==> src/rtl/hazard_ctrl_unit.sv <==
// hazard_ctrl_unit
//   Hazard / forwarding controller for the D/E/M/W pipeline. It sits beside
//   decode and produces the operand-select muxes, the PC/IF-ID hold plus
//   ID/EX bubble (Stall), and the IF/ID squash (Flush).
//   It also contains:
//     - W-stage forwarding
//     - a multi-cycle load-use stall counter
//     - a one-entry multi-cycle-op scoreboard with a busy counter
//     - a multi-cycle branch flush counter
//
// Ports
//   Clk, Clrn                   clock (rising edge), async active-low reset
//   dValid                      D holds a valid instruction
//   dRs/dRt, dUseRs/dUseRt      D source regs and whether they are read
//   dRd, dWreg, dMc             D destination, writes-reg, is multi-cycle op
//   eRd/mRd/wRd, e/m/wWreg      downstream destinations and write enables
//   eLoad                       E holds a load
//   eBrTaken                    taken branch / jump resolved in E
//   FwdA, FwdB                  operand select: 00 rf, 10 E, 01 M, 11 W
//   Stall                       hold PC + IF/ID, bubble into ID/EX
//   Flush                       squash IF/ID
//   McBusy                      multi-cycle unit occupied
//   StallCnt, FlushCnt          saturating event counters (HZ_STATS_EN only)
//
// Optional feature macro: HZ_STATS_EN

module hazard_ctrl_unit #(
  parameter int RA_W    = 5,
  parameter int LD_LAT  = 1,
  parameter int MC_LAT  = 4,
  parameter int FLUSH_N = 1
) (
  input  logic            Clk,
  input  logic            Clrn,
  input  logic            dValid,
  input  logic [RA_W-1:0] dRs,
  input  logic [RA_W-1:0] dRt,
  input  logic            dUseRs,
  input  logic            dUseRt,
  input  logic [RA_W-1:0] dRd,
  input  logic            dWreg,
  input  logic            dMc,
  input  logic [RA_W-1:0] eRd,
  input  logic [RA_W-1:0] mRd,
  input  logic [RA_W-1:0] wRd,
  input  logic            eWreg,
  input  logic            mWreg,
  input  logic            wWreg,
  input  logic            eLoad,
  input  logic            eBrTaken,
  output logic [1:0]      FwdA,
  output logic [1:0]      FwdB,
  output logic            Stall,
  output logic            Flush,
  output logic            McBusy
`ifdef HZ_STATS_EN
  ,
  output logic [15:0]     StallCnt,
  output logic [15:0]     FlushCnt
`endif
);

  localparam logic [2:0] LD_RL = 3'(LD_LAT - 1);
  localparam logic [3:0] MC_RL = 4'(MC_LAT);
  localparam logic [1:0] FL_RL = 2'(FLUSH_N - 1);

  logic [2:0]      r_ldcnt;
  logic [3:0]      r_mccnt;
  logic [1:0]      r_flcnt;
  logic            r_pv;
  logic [RA_W-1:0] r_prd;

  logic w_e_rs, w_m_rs, w_w_rs, w_e_rt, w_m_rt, w_w_rt;
  logic w_ld_haz, w_src_haz, w_struct_haz, w_waw_haz;
  logic w_flush, w_stall, w_issue;

  function automatic logic f_match(input logic wreg, input logic [RA_W-1:0] rd,
                                   input logic [RA_W-1:0] src, input logic use_src);
    return wreg && (rd == src) && (rd != '0) && use_src;
  endfunction

  function automatic logic [1:0] f_fwd(input logic e, input logic m, input logic w);
    if (e)      return 2'b10;
    else if (m) return 2'b01;
    else if (w) return 2'b11;
    else        return 2'b00;
  endfunction

  assign w_e_rs = f_match(eWreg, eRd, dRs, dUseRs);
  assign w_m_rs = f_match(mWreg, mRd, dRs, dUseRs);
  assign w_w_rs = f_match(wWreg, wRd, dRs, dUseRs);
  assign w_e_rt = f_match(eWreg, eRd, dRt, dUseRt);
  assign w_m_rt = f_match(mWreg, mRd, dRt, dUseRt);
  assign w_w_rt = f_match(wWreg, wRd, dRt, dUseRt);

  assign FwdA = f_fwd(w_e_rs, w_m_rs, w_w_rs);
  assign FwdB = f_fwd(w_e_rt, w_m_rt, w_w_rt);

  assign McBusy = (r_mccnt != '0);

  // pv implies prd != 0 and is only meaningful while the op is still running
  assign w_ld_haz     = dValid && eLoad && (w_e_rs || w_e_rt);
  assign w_src_haz    = dValid && r_pv && McBusy &&
                        ((dUseRs && dRs == r_prd) || (dUseRt && dRt == r_prd));
  assign w_struct_haz = dValid && dMc && McBusy;
  assign w_waw_haz    = dValid && dWreg && r_pv && (dRd == r_prd);

  // Outputs are held low during reset even though the hazard terms are
  // combinational on the inputs
  assign w_flush = Clrn && (eBrTaken || (r_flcnt != '0));
  assign w_stall = Clrn && !w_flush &&
                   (w_ld_haz || (r_ldcnt != '0) || w_src_haz || w_struct_haz || w_waw_haz);
  assign w_issue = dValid && dMc && !w_stall && !w_flush;

  assign Stall = w_stall;
  assign Flush = w_flush;

  always_ff @(posedge Clk or negedge Clrn) begin
    if (!Clrn) begin
      r_ldcnt <= '0;
      r_mccnt <= '0;
      r_flcnt <= '0;
      r_pv    <= 1'b0;
      r_prd   <= '0;
    end else begin
      // a new taken branch restarts the squash window
      if (eBrTaken)              r_flcnt <= FL_RL;
      else if (r_flcnt != '0)    r_flcnt <= r_flcnt - 2'd1;

      // flush squashes the stalled instruction, so its load-use wait is moot
      if (w_flush)               r_ldcnt <= '0;
      else if (w_ld_haz)         r_ldcnt <= LD_RL;
      else if (r_ldcnt != '0)    r_ldcnt <= r_ldcnt - 3'd1;

      // an issued mc op is never cancelled by flush
      if (w_issue) begin
        r_mccnt <= MC_RL;
        r_pv    <= dWreg && (dRd != '0);
        r_prd   <= dRd;
      end else if (r_mccnt != '0) begin
        r_mccnt <= r_mccnt - 4'd1;
        if (r_mccnt == 4'd1) r_pv <= 1'b0;
      end
    end
  end

`ifdef HZ_STATS_EN
  logic [15:0] r_stall_cnt, r_flush_cnt;

  always_ff @(posedge Clk or negedge Clrn) begin
    if (!Clrn) begin
      r_stall_cnt <= '0;
      r_flush_cnt <= '0;
    end else begin
      if (w_stall && r_stall_cnt != 16'hFFFF) r_stall_cnt <= r_stall_cnt + 16'd1;
      if (w_flush && r_flush_cnt != 16'hFFFF) r_flush_cnt <= r_flush_cnt + 16'd1;
    end
  end

  assign StallCnt = r_stall_cnt;
  assign FlushCnt = r_flush_cnt;
`else
  // statistics counters not built
`endif

endmodule
==> config.mk <==
export PLATFORM = sky130hd
export DESIGN_NAME = hazard_ctrl_unit
export DESIGN_NICKNAME = d
export VERILOG_FILES = /design/src/rtl/hazard_ctrl_unit.sv
export SDC_FILE = /design/constraint.sdc
export NUM_CORES = 1
export LEC_CHECK = 0
export CAP_MARGIN = 10
export CORE_MARGIN = 4
export CORE_UTILIZATION = 51
export CTS_BUF_LIST = sky130_fd_sc_hd__clkbuf_8
export DETAILED_ROUTE_END_ITERATION = 8
export PLACE_DENSITY = 0.89
export REMOVE_ABC_BUFFERS = 1
export SYNTH_ARGS = -nofsm -noshare
export SYNTH_HDL_FRONTEND = slang
export SYNTH_SLANG_ARGS = --single-unit
==> constraint.sdc <==
create_clock -name Clk -period 6.9 [get_ports Clk]
set_input_delay 1.035 -clock Clk [delete_from_list [all_inputs] [get_ports Clk]]
set_output_delay 1.035 -clock Clk [all_outputs]
set_load 0.02 [all_outputs]
== Yosys cells after proc, flatten, opt, wreduce, memory -nomap -nowiden ==
Cells that the tools add are included.

* Flip-flop bits (word level): 15
* Output and inout port bits: 7
* Logic and storage cells: 91

* $add $sub $neg: 3
* Eq/ne operators: 10
* Mux-type cells: 16
* Reductions and logical operators: 57

{| class="wikitable"
|+ Operator list
! kind !! number
|-
| $eq A5 B5 Y1 || 9
|-
| $logic_and A1 B1 Y1 || 36
|-
| $reduce_bool A5 Y1 || 4
|-
| $mux W2 || 8
|-
| $mux W3 || 3
|-
| $mux W4 || 2
|-
| $reduce_bool A2 Y1 || 4
|-
| $logic_or A1 B1 Y1 || 7
|-
| $reduce_bool A3 Y1 || 2
|-
| $eq A4 B1 Y1 const B || 1
|-
| $reduce_bool A4 Y1 || 1
|-
| $sub A4 B1 Y4 const B || 1
|-
| $mux W1 || 3
|-
| $sub A3 B1 Y3 const B || 1
|-
| $logic_not A1 Y1 || 2
|-
| $reduce_and A2 Y1 || 1
|-
| $sub A2 B1 Y2 const B || 1
|}

== Longest topological paths before layout ==
Gate-level depths: netlist of run 1.

* Depth after elaboration: 16
* Mapped depth: 10
* Gate-level depth less buffers: 8

== Worst setup path after synthesis of run 1 ==
No wires, ideal clock.

* Path kind: input-to-output
* Start point: input dRt[0]
* End point: output Stall
* Arrival: 2.530 ns
* Setup slack: 3.335 ns
* Stages on the path: 7
* Buffers on the path: 1
* Cells stage by stage: clkbuf_1 > xnor2_1 > nand4_1 > nor3_1 > or2_1 > nand3_1 > a211oi_1

* Longest elaborated chain between the ends: 11

{| class="wikitable"
|+ RTL lines
! element !! line !! source
|-
| start, declared || 37 || <nowiki>input logic [RA_W-1:0] dRt,</nowiki>
|-
| $eq A5 B5 Y1 || 79 || <nowiki>return wreg && (rd == src) && (rd != '0) && use_src;</nowiki>
|-
| $logic_and A1 B1 Y1 (3 in a row) || 79 ||
|-
| $logic_or A1 B1 Y1 || 102 || <nowiki>assign w_ld_haz = dValid && eLoad && (w_e_rs || w_e_rt);</nowiki>
|-
| $logic_and A1 B1 Y1 || 102 ||
|-
| $logic_or A1 B1 Y1 || 112 || <nowiki>(w_ld_haz || (r_ldcnt != '0) || w_src_haz || w_struct_haz || w_waw_haz);</nowiki>
|-
| $logic_or A1 B1 Y1 * (3 in a row) || 112 ||
|-
| $logic_and A1 B1 Y1 * || 111 || <nowiki>assign w_stall = Clrn && !w_flush &&</nowiki>
|-
| end, declared || 53 || <nowiki>output logic Stall,</nowiki>
|}

Mark *: on every way between the ends. The rest lies on a longest branch, timed or not.

== Final worst setup path of run 1 ==
Ends and elaborated chain as after synthesis.

==> impl_results.md, run 1 <==
- Final setup margin: 2350 ps
- Met2 Use GR: 0.372
- Minimum clock period: 4550 ps
- Full die area: 3790 um^2
- Vias in the first global route: 1325
- Die Ht: 61.6 um
- Run status: completed
- Grt ovf: 0
- Count of input and output buffers: 48
- Slew headroom: 0.478
- DR vias: 1333
- Yosys top cell area share: 0.257
- Netlist cell types: 38
- CP endpoint kind: primary output
- Hold_buf cts: 0
- HPWL Detailed: 3280 um
- Ant diodes: 0
- Met1 Track Usage GR: 0.283
- Cell accounting for the most synthesized area: dfrtp_1
- Routed Wire Length: 3790 um
- DR WL/cell: 15.5 um
- Pre-CTS setup slack: 2370 ps
- Initial core utilization: 0.530
- CTS clk-pin slew, worst paths: 60 ps
- Final period utilization: 0.660
- Crit Path Class: in2out
- Register bit total from synthesis: 15
- Vias per inst: 5.44
- WP data required: 5860 ps
- Max Slew Vio Count: 0
- Ys Warns: 0
- Final setup viols: 0
- Mux cell area share after synthesis: 0.0582
- CTS tree: built
- Resized Gates After CTS: 0
- Syn_area_per_cell: 8.60 um^2
- Crit path launch type: input port
- Max Clock Freq: 220 MHz
- Clock sink count: 15
- Row count: 19
- Sequential area share after synthesis: 0.257
- Worst skew pair latency: 240 ps
- EDFF count, synth: 0
- Arr. time, crit path: 3520 ps
- Initial antenna violation count: 0
- Area occupied by registers: 375 um^2
- Area share of and/or/nand/nor cells after synthesis: 0.205
- Met3 usage: 0.0273
- RSZ-0062 raised after global routing: false
- First-pass GRT wire length: 6110 um
- Io pins: 49
- GRT Total Usage: 0.213
- Detail Route Antenna Nets: 0
- CTS root buf: clkbuf_8
- Final hold vios: 0
- Total CTS buffers: 3
- VDD IR-drop max: 0.276 mV
- Worst-Margin Slew: 781 ps
- Final Util: 0.721
- Largest net degree at the start of global routing: 19
- Finished Layout Cells: 245
- Most used routing layer: met2
- Buffers inserted by post-CTS timing repair: 0
- Placed Cells: 241
- Setup TNS: 0 ps
- Synth area leaders: dfrtp_1 26%, xnor2_1 25%, mux2_4 5.1%
- Largest family of logic cells by synthesized area: XOR/XNOR gates
- Gate Count Post-Synth: 170
- Layout cells sized above 1: 0.0514
- Multi-input logic area: 1010 um^2
- Gpl congestion: 0.995
- First-pass DRT Iterations: 4
- HP Class: reg2reg
- Die width: 61.6 um
- DRC Markers: 0
- CTS max path bufs: 2
- Layout fillers: 213
- Leakage: 0.794 nW
- Initial DRC Count: 74
- Final #Nets: 262
- Top_reg_cell synth: dfrtp_1
- Core Area: 2760 um^2
- Pwr/cell area: 245 nW/um^2
- Area delta synth->final: 35.9%
- Synth Area in XOR/XNOR: 0.287
- Adder-cell area share of the yosys netlist: 0.0428
- Max-cap check violation count: 0
- H-Tree Depth: 1
- CP max FO: 4
- Post-synthesis cell area: 1460 um^2
- Clk_skew: 1.05 ps
- Synth Area in Compound Gates: 0.0950
- Async SR Flop Fraction: 1.00
-- critical path, stage by stage --
cell and delay [ps]:
clkdlybuf4s50_1 640, xnor2_1 160, nand4_1 130, nor3_1 330
or2_1 220, nand3_1 90, a211oi_1 260, clkdlybuf4s50_1 650
-- cells in the final DEF, fill, tap and decap left out, drive strengths merged, types with 3 or more instances in the layout --
master / Yosys / routed
mux2: 5 / 5
nor3: 6 / 6
nand3: 7 / 7
clkdlybuf4s50: 0 / 48
xor2: 7 / 7
and2: 3 / 3
dfrtp: 15 / 15
or4: 4 / 4
nor2: 13 / 13
nand4: 8 / 8
ha: 5 / 5
clkbuf: 6 / 3
nand2: 8 / 8
a21oi: 4 / 4
inv: 11 / 12
xnor2: 41 / 41
nand2b: 3 / 3
o21ai: 5 / 5
-- cell usage after synthesis, drive strengths merged, types with 2 or more instances --
cell type and instances:
xnor2 41, dfrtp 15, nor2 13, inv 11, nand2 8, nand4 8
nand3 7, xor2 7, clkbuf 6, nor3 6, ha 5, mux2 5
o21ai 5, a21oi 4, or4 4, and2 3, nand2b 3, buf 2
-- flip-flops by register name, summed over array words and instances (netlist names) --
signal   cells
r_prd        5
r_pv         1
r_mccnt      4
r_ldcnt      3
r_flcnt      2
-- cell type report --
| cell class | instances | share of cell area |
|---|---|---|
| Timing Repair Buffer | 48 | 0.242 |
| Clock inverter | 1 | 0.00189 |
| Tap cell | 31 | 0.0195 |
| Clock buffer | 3 | 0.0208 |
| Sequential cell | 15 | 0.189 |
| Inverter | 11 | 0.0208 |
| Multi-Input combinational cell | 136 | 0.507 |
-- metal layers --
metal  up-vias  routed length, um  part of all wire
met5         -                  0                 0
met4         0                 17            0.0045
met3         4                127             0.034
met2        27               1950              0.51
met1       628               1700              0.45
li1        674                  -                 -
-- where the power goes --
group	total, mW	internal [mW]	switching (mW)
logic	0.259	0.139	0.120
registers	0.159	0.124	0.0356
clock network	0.0679	0.0393	0.0286
-- stage by stage --
stage | area, um^2 | hold WS, ps | total power [mW]
5_1_grt | 1990 | 534 | 0.526
4_1_cts | 1990 | 521 | 0.490
3_5_place_dp | 1940 | 508 | 0.420
3_3_place_gp | 1940 | 496 | 0.401
2_1_floorplan | 1420 | 480 | 0.334
6_report | 1990 | 520 | 0.486
-- logic make-up (layout without fill, tap and decap cells) --
group | after synthesis | after routing
flip-flops | 15 | 15
XOR/XNOR | 48 | 48
AO/OA/AOI/OAI | 20 | 20
AND/OR/NAND/NOR | 57 | 57
buffers and inverters | 19 | 63
adder cells (fa/ha/maj) | 5 | 5
multiplexers | 6 | 6
-- worst paths after layout --
check | slack (ps) | end | from | cells past startpoint
worst max-delay path | 2350 | Stall | dRt[0] | 8
worst min register to register | 520 | r_ldcnt[2]$_DFFE_PN0P_ | r_ldcnt[2]$_DFFE_PN0P_ | 2
worst min-delay path | 520 | r_ldcnt[2]$_DFFE_PN0P_ | r_ldcnt[2]$_DFFE_PN0P_ | 2
worst max register to register | 4150 | r_prd[0]$_DFFE_PN0P_ | r_mccnt[0]$_DFFE_PN0P_ | 8
min in group asynchronous | 1250 | r_flcnt[0]$_DFFE_PN0N_ | Clrn | 1
max in group asynchronous | 5160 | r_prd[1]$_DFFE_PN0P_ | Clrn | 1
Note: power is estimated with default switching activity, not from simulation.
==> run 2: changes to the inputs <==
- CORE_UTILIZATION: 51 -> 43
- PLACE_DENSITY: 0.89 -> 0.8
- clock period: 6.9 -> 3.85 ns (I/O delays scaled with it)
==> impl_results.md, run 2 (synthesized netlist as in run 1, its figures left out) <==
- Run status: completed (unchanged)
- Slew headroom: 0.671 (was 0.478)
- Detail Route Antenna Nets: 0 (unchanged)
- Max-cap check violation count: 0 (unchanged)
- Io pins: 49 (unchanged)
- Arr. time, crit path: 2970 ps (was 3520 ps)
- Count of input and output buffers: 48 (unchanged)
- Top Registers: r_prd: 5 flops, r_mccnt: 4 flops, r_ldcnt: 3 flops (unchanged)
- Hold endpoint: r_ldcnt[1]$_DFFE_PN0P_ (was r_ldcnt[2]$_DFFE_PN0P_)
- Max Slew Vio Count: 0 (unchanged)
- Reg power frac: 0.327 (was 0.328)
- Area delta synth->final: 39.6% (was 35.9%)
- WP data required: 3270 ps (was 5860 ps)
- Vias in the first global route: 1333 (was 1325)
- Ant diodes: 0 (unchanged)
- CP max FO: 4 (unchanged)
- Leakage: 0.818 nW (was 0.794 nW)
- HPWL Detailed: 3270 um (was 3280 um)
- Die width: 66.3 um (was 61.6 um)
- DRC Markers: 0 (unchanged)
- Initial antenna violation count: 0 (unchanged)
- Hold depth: 2 (unchanged)
- Resized Gates After CTS: 0 (unchanged)
- R2r startpoint: r_mccnt[0]$_DFFE_PN0P_ (unchanged)
- HP Class: reg2reg (unchanged)
- VDD IR-drop max: 0.247 mV (was 0.276 mV)
- Max Clock Freq: 282 MHz
- Clock sink count: 15 (unchanged)
- Minimum clock period: 3540 ps
- Gpl congestion: 0.896 (was 0.995)
- CTS root buf: clkbuf_8 (unchanged)
- Grt ovf: 0 (unchanged)
- Routed Wire Length: 3730 um (was 3790 um)
- Most frequent cells in the layout: 48 x clkdlybuf4s50_1, 41 x xnor2_1, 15 x dfrtp_1, 13 x nor2_1, 12 x inv_1 (unchanged)
- Leading cell type in the layout, fill and taps excluded: clkdlybuf4s50_1 (unchanged)
- First-pass DRT Iterations: 5 (was 4)
- Switch share: 0.374 (was 0.379)
- Worst R2R Setup Slack: 1140 ps (was 4150 ps)
- Logic pwr share: 0.529 (was 0.532)
- Clk pwr share: 0.144 (was 0.140)
- Hold_buf cts: 0 (unchanged)
- Initial DRC Count: 31 (was 74)
- Setup TNS: 0 ps (unchanged)
- Design Power: 0.869 mW (was 0.486 mW)
- Vias per inst: 5.05 (was 5.44)
- Final period utilization: 0.921
- Crit Path Class: in2out (unchanged)
- GRT Total Usage: 0.180 (was 0.213)
- Final hold vios: 0 (unchanged)
- Crit path launch type: input port (unchanged)
- Final #Nets: 267 (was 262)
- CP endpoint kind: primary output (unchanged)
- CTS tree: built (unchanged)
- Full die area: 4400 um^2 (was 3790 um^2)
- DR vias: 1327 (was 1333)
- Buffers inserted by post-CTS timing repair: 0 (unchanged)
- Total CTS buffers: 3 (unchanged)
- Worst-Margin Slew: 494 ps (was 781 ps)
- Row count: 20 (was 19)
- Max reg flops: 5 (unchanged)
- Layout cells sized above 1: 0.0731 (was 0.0514)
- CTS clk-pin slew, worst paths: 60 ps (about the same)
- DR WL/cell: 14.2 um (was 15.5 um)
- Placed Cells: 259 (was 241)
- Dpl cell area: 2000 um^2 (was 1940 um^2)
- Critical R2R Capture: r_prd[4]$_DFFE_PN0P_ (was r_prd[0]$_DFFE_PN0P_)
- H-Tree Depth: 1 (unchanged)
- Biggest register: r_prd (unchanged)
- Internal power: 0.544 mW (was 0.302 mW)
- RSZ-0062 raised after global routing: false (unchanged)
- Clk_skew: 3.01 ps (was 1.05 ps)
- First-pass GRT wire length: 6110 um (about the same)
- Core Area: 3150 um^2 (was 2760 um^2)
- Net Switching: 0.325 mW (was 0.184 mW)
- Finished Cell Area: 2040 um^2 (was 1990 um^2)
- Largest net degree at the start of global routing: 19 (unchanged)
- Pwr/cell area: 426 nW/um^2 (was 245 nW/um^2)
- Final setup viols: 0 (unchanged)
- CTS max path bufs: 2 (unchanged)
- Worst skew pair latency: 250 ps (was 240 ps)
- Die Ht: 66.3 um (was 61.6 um)
- Worst reg2reg path depth: 8 (unchanged)
- Initial core utilization: 0.464 (was 0.530)
- Finished Layout Cells: 263 (was 245)
- Hold path start: r_ldcnt[1]$_DFFE_PN0P_ (was r_ldcnt[2]$_DFFE_PN0P_)
[run 2: changes by cell type in the layout (fill, tap and decap cells not counted), sizes merged]
cell,delta
buf,+5
[run 2: per-stage QoR]
stage / setup WS, ps / hold slack (ps) / utilization
2_1_floorplan: 1250 / 282 / -
5_1_grt: 51.7 / 549 / 0.648
6_report: 306 / 514 / 0.648
4_1_cts: 321 / 516 / 0.648
3_3_place_gp: 337 / 494 / 0.633
3_5_place_dp: 318 / 503 / 0.633
[run 2: area by class of cell]
class,instances,area [um^2]
fill,284,1110
multi-input combinational,136,1010
timing repair buffer,53,518
sequential,15,375
tap,44,55.1
clock buffer,3,41.3
inverter,11,41.3
clock inverter,1,3.75
[run 2: worst max path at each step]
stage / startpoint / endpoint / slack [ps] / cells past startpoint
after floorplan: r_mccnt[0]$_DFFE_PN0P_ / r_prd[0]$_DFFE_PN0P_ / 1250 / 8
after global placement: dRt[0] / Stall / 340 / 8
after detailed placement: dRt[3] / Stall / 320 / 8
after CTS: dRt[3] / Stall / 320 / 8
after global routing: dRt[3] / Stall / 50 / 8
final: dRt[4] / Stall / 310 / 8
[run 2: critical path: stages]
cell	delay, ps
clkdlybuf4s50_1	600
xnor2_1	150
nand4_1	130
nor3_1	310
or2_1	200
nand3_1	90
a211oi_1	260
clkdlybuf4s50_1	660
[run 2: layer usage]
metal,vias to the layer above,wire length (um),GRT usage
met1,625,1650,0.225
met2,24,1960,0.328
met4,0,7,0.0178
met5,-,0,0
met3,2,120,0.0340
li1,676,-,-
[run 2: power groups by stage]
| stage | Combinational [mW] | Clock, mW | Sequential (mW) |
|---|---|---|---|
| after detailed placement | 0.464 | 0 | 0.287 |
| after global routing | 0.525 | 0.140 | 0.296 |
| after floorplan | 0.327 | 0 | 0.271 |
| after global placement | 0.451 | 0 | 0.283 |
| final | 0.460 | 0.125 | 0.284 |
| after CTS | 0.466 | 0.129 | 0.284 |
==> variant 1 (config.mk and constraints of run 2) <==
Change the parameter `RA_W` from 5 to 10.
--- a/src/rtl/hazard_ctrl_unit.sv
+++ b/src/rtl/hazard_ctrl_unit.sv
@@ -25,7 +25,7 @@
 // Optional feature macro: HZ_STATS_EN
 
 module hazard_ctrl_unit #(
-  parameter int RA_W    = 5,
+  parameter int RA_W    = 10,
   parameter int LD_LAT  = 1,
   parameter int MC_LAT  = 4,
   parameter int FLUSH_N = 1
Interface: changed (6 resized); port bits go from 49 to 79. The function was not compared with the original's and may differ.
==> variant 1 against run 2 <==
Hold slack improved by 8.5 ps. Design area increased by 54%. Sequential cell count is 5 higher. Setup slack got worse by 59 ps. Synthesized area increased by 56%. Combinational power is 54% higher. Routed wire length up 87%. Final cell count increased by 51%. Non-clock buffer count grew 27. Power rose by 49%. Maximum frequency down 1.6%. Critical path type unchanged. Highest routed layer unchanged.
==> variant 1: results <==
[logic_synthesis]
synth_common_cells = xnor2_1, dfrtp_1, nand4_1, xor2_1, nor2_1
syn-instance-count = 255
synth_sequential_area_ratio = 0.220
ys_top_cells_by_area = xnor2_1, dfrtp_1, nand4_1
synth_ff_type = dfrtp_1
synth_cell_types = 35

[clock_tree]
post-cts-setup-buffer-count = 0
cts_made_buffers = 3
clkTransAtPathRegs_ps = 80
clk_latency_ps = 260
cts_buffer_depth = 2
cts_resized = 0
cts_root_buf = clkbuf_8
ctsHtreeMaxLevel = 1

[global_routing]
grt_use_total = 0.218
grt_pass1_vias = 2317
grt_max_degree = 22
grt_pass1_wl_mm = 11.1
antenna_found_initial = 0

[routing]
dr.pass1.iters = 5
drtIter0Drc = 130
viasPerCell = 5.59
via_count = 2214
ant_nets = 0
wl_per_cell_um = 17.6

[sta]
worst_pin_slew_ps = 531
fin_worst_skew_ps = 4.81

[layout]
layout-drive-gt1-share = 0.0613
fillCellCount = 461
finalNetCount = 404
reg_top3 = r_prd: 10 flops, r_mccnt: 4 flops, r_ldcnt: 3 flops
n_antenna_cell = 0

[outcome]
status = finished clean

[placement]
hpwl_mm = 5.90
post-place-ws_ps = 283
place_congestion = 0.925
placement.io_buffers = 78
placed_cells = 392

[worst_setup_path]
worst_path_max_delay_cell = clkdlybuf4s50_1
critPathMaxFanout = 4
critPathMaxStageDelay_ps = 600
crit_arrival_ps = 3030

[worst_hold_path]
hp-class = flip-flop to flip-flop

[job]
maxCapViolCount = 0

[power]
vdd_drop_max_v = 0.000336
p_leak_nw = 1.12
==> variant 1: kinds of logic (layout without fill, tap and decap cells) <==
kind of cell / after synthesis / after routing / synth area share
XOR/XNOR: 93 / 93 / 0.357
AND/OR/NAND/NOR: 82 / 82 / 0.204
buffers and inverters: 24 / 95 / 0.0461
AO/OA/AOI/OAI: 20 / 20 / 0.0796
flip-flops: 20 / 20 / 0.220
multiplexers: 11 / 11 / 0.0653
adder cells (fa/ha/maj): 5 / 5 / 0.0275
==> variant 1: worst max-delay path, delay by kind of cell <==
kind / cells / cell delay, ps
AO/OA/AOI/OAI: 1 / 310
XOR/XNOR: 1 / 320
buffers and inverters: 2 / 1170
AND/OR/NAND/NOR: 3 / 650
==> variant 1: final timing paths <==
kind / start / endpoint / slack, ps / depth (start not counted)
worst max-delay path: dRt[4] / Stall / 250 / 7
worst min-delay path: r_ldcnt[2] / r_ldcnt[2] / 520 / 2
worst max register to register: r_mccnt[0] / r_prd[6] / 1010 / 8
worst min register to register: r_ldcnt[2] / r_ldcnt[2] / 520 / 2
max in group asynchronous: Clrn / r_prd[3] / 2940 / 2
min in group asynchronous: Clrn / r_pv / 690 / 2
==> variant 1: routing by layer <==
| metal | share of wire | up-vias | global-route usage | wire length, um |
|---|---|---|---|---|
| met5 | 0 | - | 0 | 0 |
| met4 | 0.025 | 0 | 0.0693 | 176 |
| met3 | 0.064 | 18 | 0.0277 | 449 |
| met2 | 0.50 | 98 | 0.398 | 3510 |
| met1 | 0.41 | 1049 | 0.265 | 2850 |
| li1 | - | 1049 | - | - |
==> variant 1: power breakdown <==
group / total (mW) / switching (mW) / internal [mW]
Sequential: 0.424 / 0.119 / 0.305
Clock: 0.163 / 0.0717 / 0.0910
Combinational: 0.710 / 0.316 / 0.395
Total: 1.30 / 0.507 / 0.790
==> variant 1: cell type report <==
class	instances	area (sq um)	area share
multi-input combinational	211	1670	0.531
tap	70	87.6	0.0278
inverter	11	41.3	0.0131
sequential	20	500	0.159
clock buffer	4	55.1	0.0175
timing repair buffer	80	796	0.252
==> variant 1: per-stage QoR <==
step           utilization  instance area [sq um]  hold WS, ps
6_report             0.617                   3150          522
5_1_grt              0.617                   3150          545
3_3_place_gp         0.607                   3100          499
2_1_floorplan            -                   2210          282
4_1_cts              0.617                   3150          524
3_5_place_dp         0.607                   3100          506
==> variant 2 (flow settings as in run 2) <==
Without the edit above. Build with the macro `HZ_STATS_EN` defined.
--- a/src/rtl/hazard_ctrl_unit.sv
+++ b/src/rtl/hazard_ctrl_unit.sv
@@ -23,6 +23,8 @@
 //   StallCnt, FlushCnt          saturating event counters (HZ_STATS_EN only)
 //
 // Optional feature macro: HZ_STATS_EN
+
+`define HZ_STATS_EN
 
 module hazard_ctrl_unit #(
   parameter int RA_W    = 5,
Formal check against the unedited RTL (old outputs only; new: FlushCnt and StallCnt): equivalent (equiv_simple and equiv_induct, registers matched by name and starting in step).
==> variant 2 against run 2 <==
Design area rose by 93%. Setup slack got worse by 76 ps. Critical path depth did not move. Largest power group unchanged. Sequential cell count rose by 32. Synthesized cell count rose by 71%. Routed wire length rose by 96%. Register-to-register slack improved by 90 ps. Power rose by 120%. Final cell count rose by 75%. Synthesized area rose by 99%.
==> variant 2: results <==
[layout]
multi_input_area_share = 0.427
layout-drive-gt1-share = 0.0859
fillCellCount = 575
seqAreaFraction = 0.298
finalNetCount = 432
n_sequential_cell = 47
layoutNonFillerInstCount = 461
nNonClkInverters = 9
bufAreaShareNonClock = 0.220

[power]
p_int_mw = 1.17
p_comb_mw = 0.837
power_density_mw_per_mm2 = 477
clkPwrFrac = 0.152
p_leak_nw = 1.67

[logic_synthesis]
synth_sequential_area_ratio = 0.403
ys_top_cells_by_area = dfrtp_1, xnor2_1, xor2_1
synth-compound-area-share = 0.0566
synth_common_cells = dfrtp_1, xnor2_1, xor2_1, nand3_1, nor2_1
syn-instance-count = 290

[clock_tree]
clk_latency_ps = 290
clkTransAtPathRegs_ps = 90

[routing]
via_count = 2473
wl_met3_um = 368
dr.pass1.iters = 4
wl_met1_mm = 3.38

[placement]
placed_cells = 453
placed_area_sq_mm = 0.00386
post-place-ws_ps = 240
placement.io_buffers = 80

[floorplan]
coreArea_sq_mm = 0.00646

[worst_setup_path]
critPathMaxFanout = 3
crit_arrival_ps = 3040
critPathMaxStageDelay_ps = 640

[outcome]
status = finished clean

[global_routing]
met1_usage = 0.264
grtUsageMet3 = 0.0475
grt_pass1_wl_mm = 13.1
grt_use_total = 0.195

[worst_hold_path]
hp-class = input port to asynchronous set/reset pin

[sta]
fin_worst_skew_ps = 7.70
slew_headroom = 0.584
-- variant 2: cell types whose count changed in the layout (fill, tap and decap cells not counted), moves of 3 or more --
cell                    run 2  this run
dfrtp_1                    15        47
clkdlybuf4s50_1            48        79
xor2_1                      7        35
nand3_1                     7        23
and3_1                      0         7
nand2_1                     8        15
nor3_1                      6        13
nor2_1                     13        19
buf_4                       5        10
mux2_2                      0         3
nand3b_1                    1         4
nor3b_1                     0         3
nor4_1                      1         4
-- variant 2: final timing paths --
path                         startpoint      endpoint  slack (ps)  cells past startpoint
max                              eRd[4]         Stall         230                      8
min reg2reg                FlushCnt[14]  FlushCnt[14]         490                      1
max in group asynchronous          Clrn      r_prd[3]        3200                      2
min                                Clrn  StallCnt[15]         110                      1
max reg2reg                  r_mccnt[0]   StallCnt[1]        1230                      9
min in group Clk           FlushCnt[14]  FlushCnt[14]         490                      1
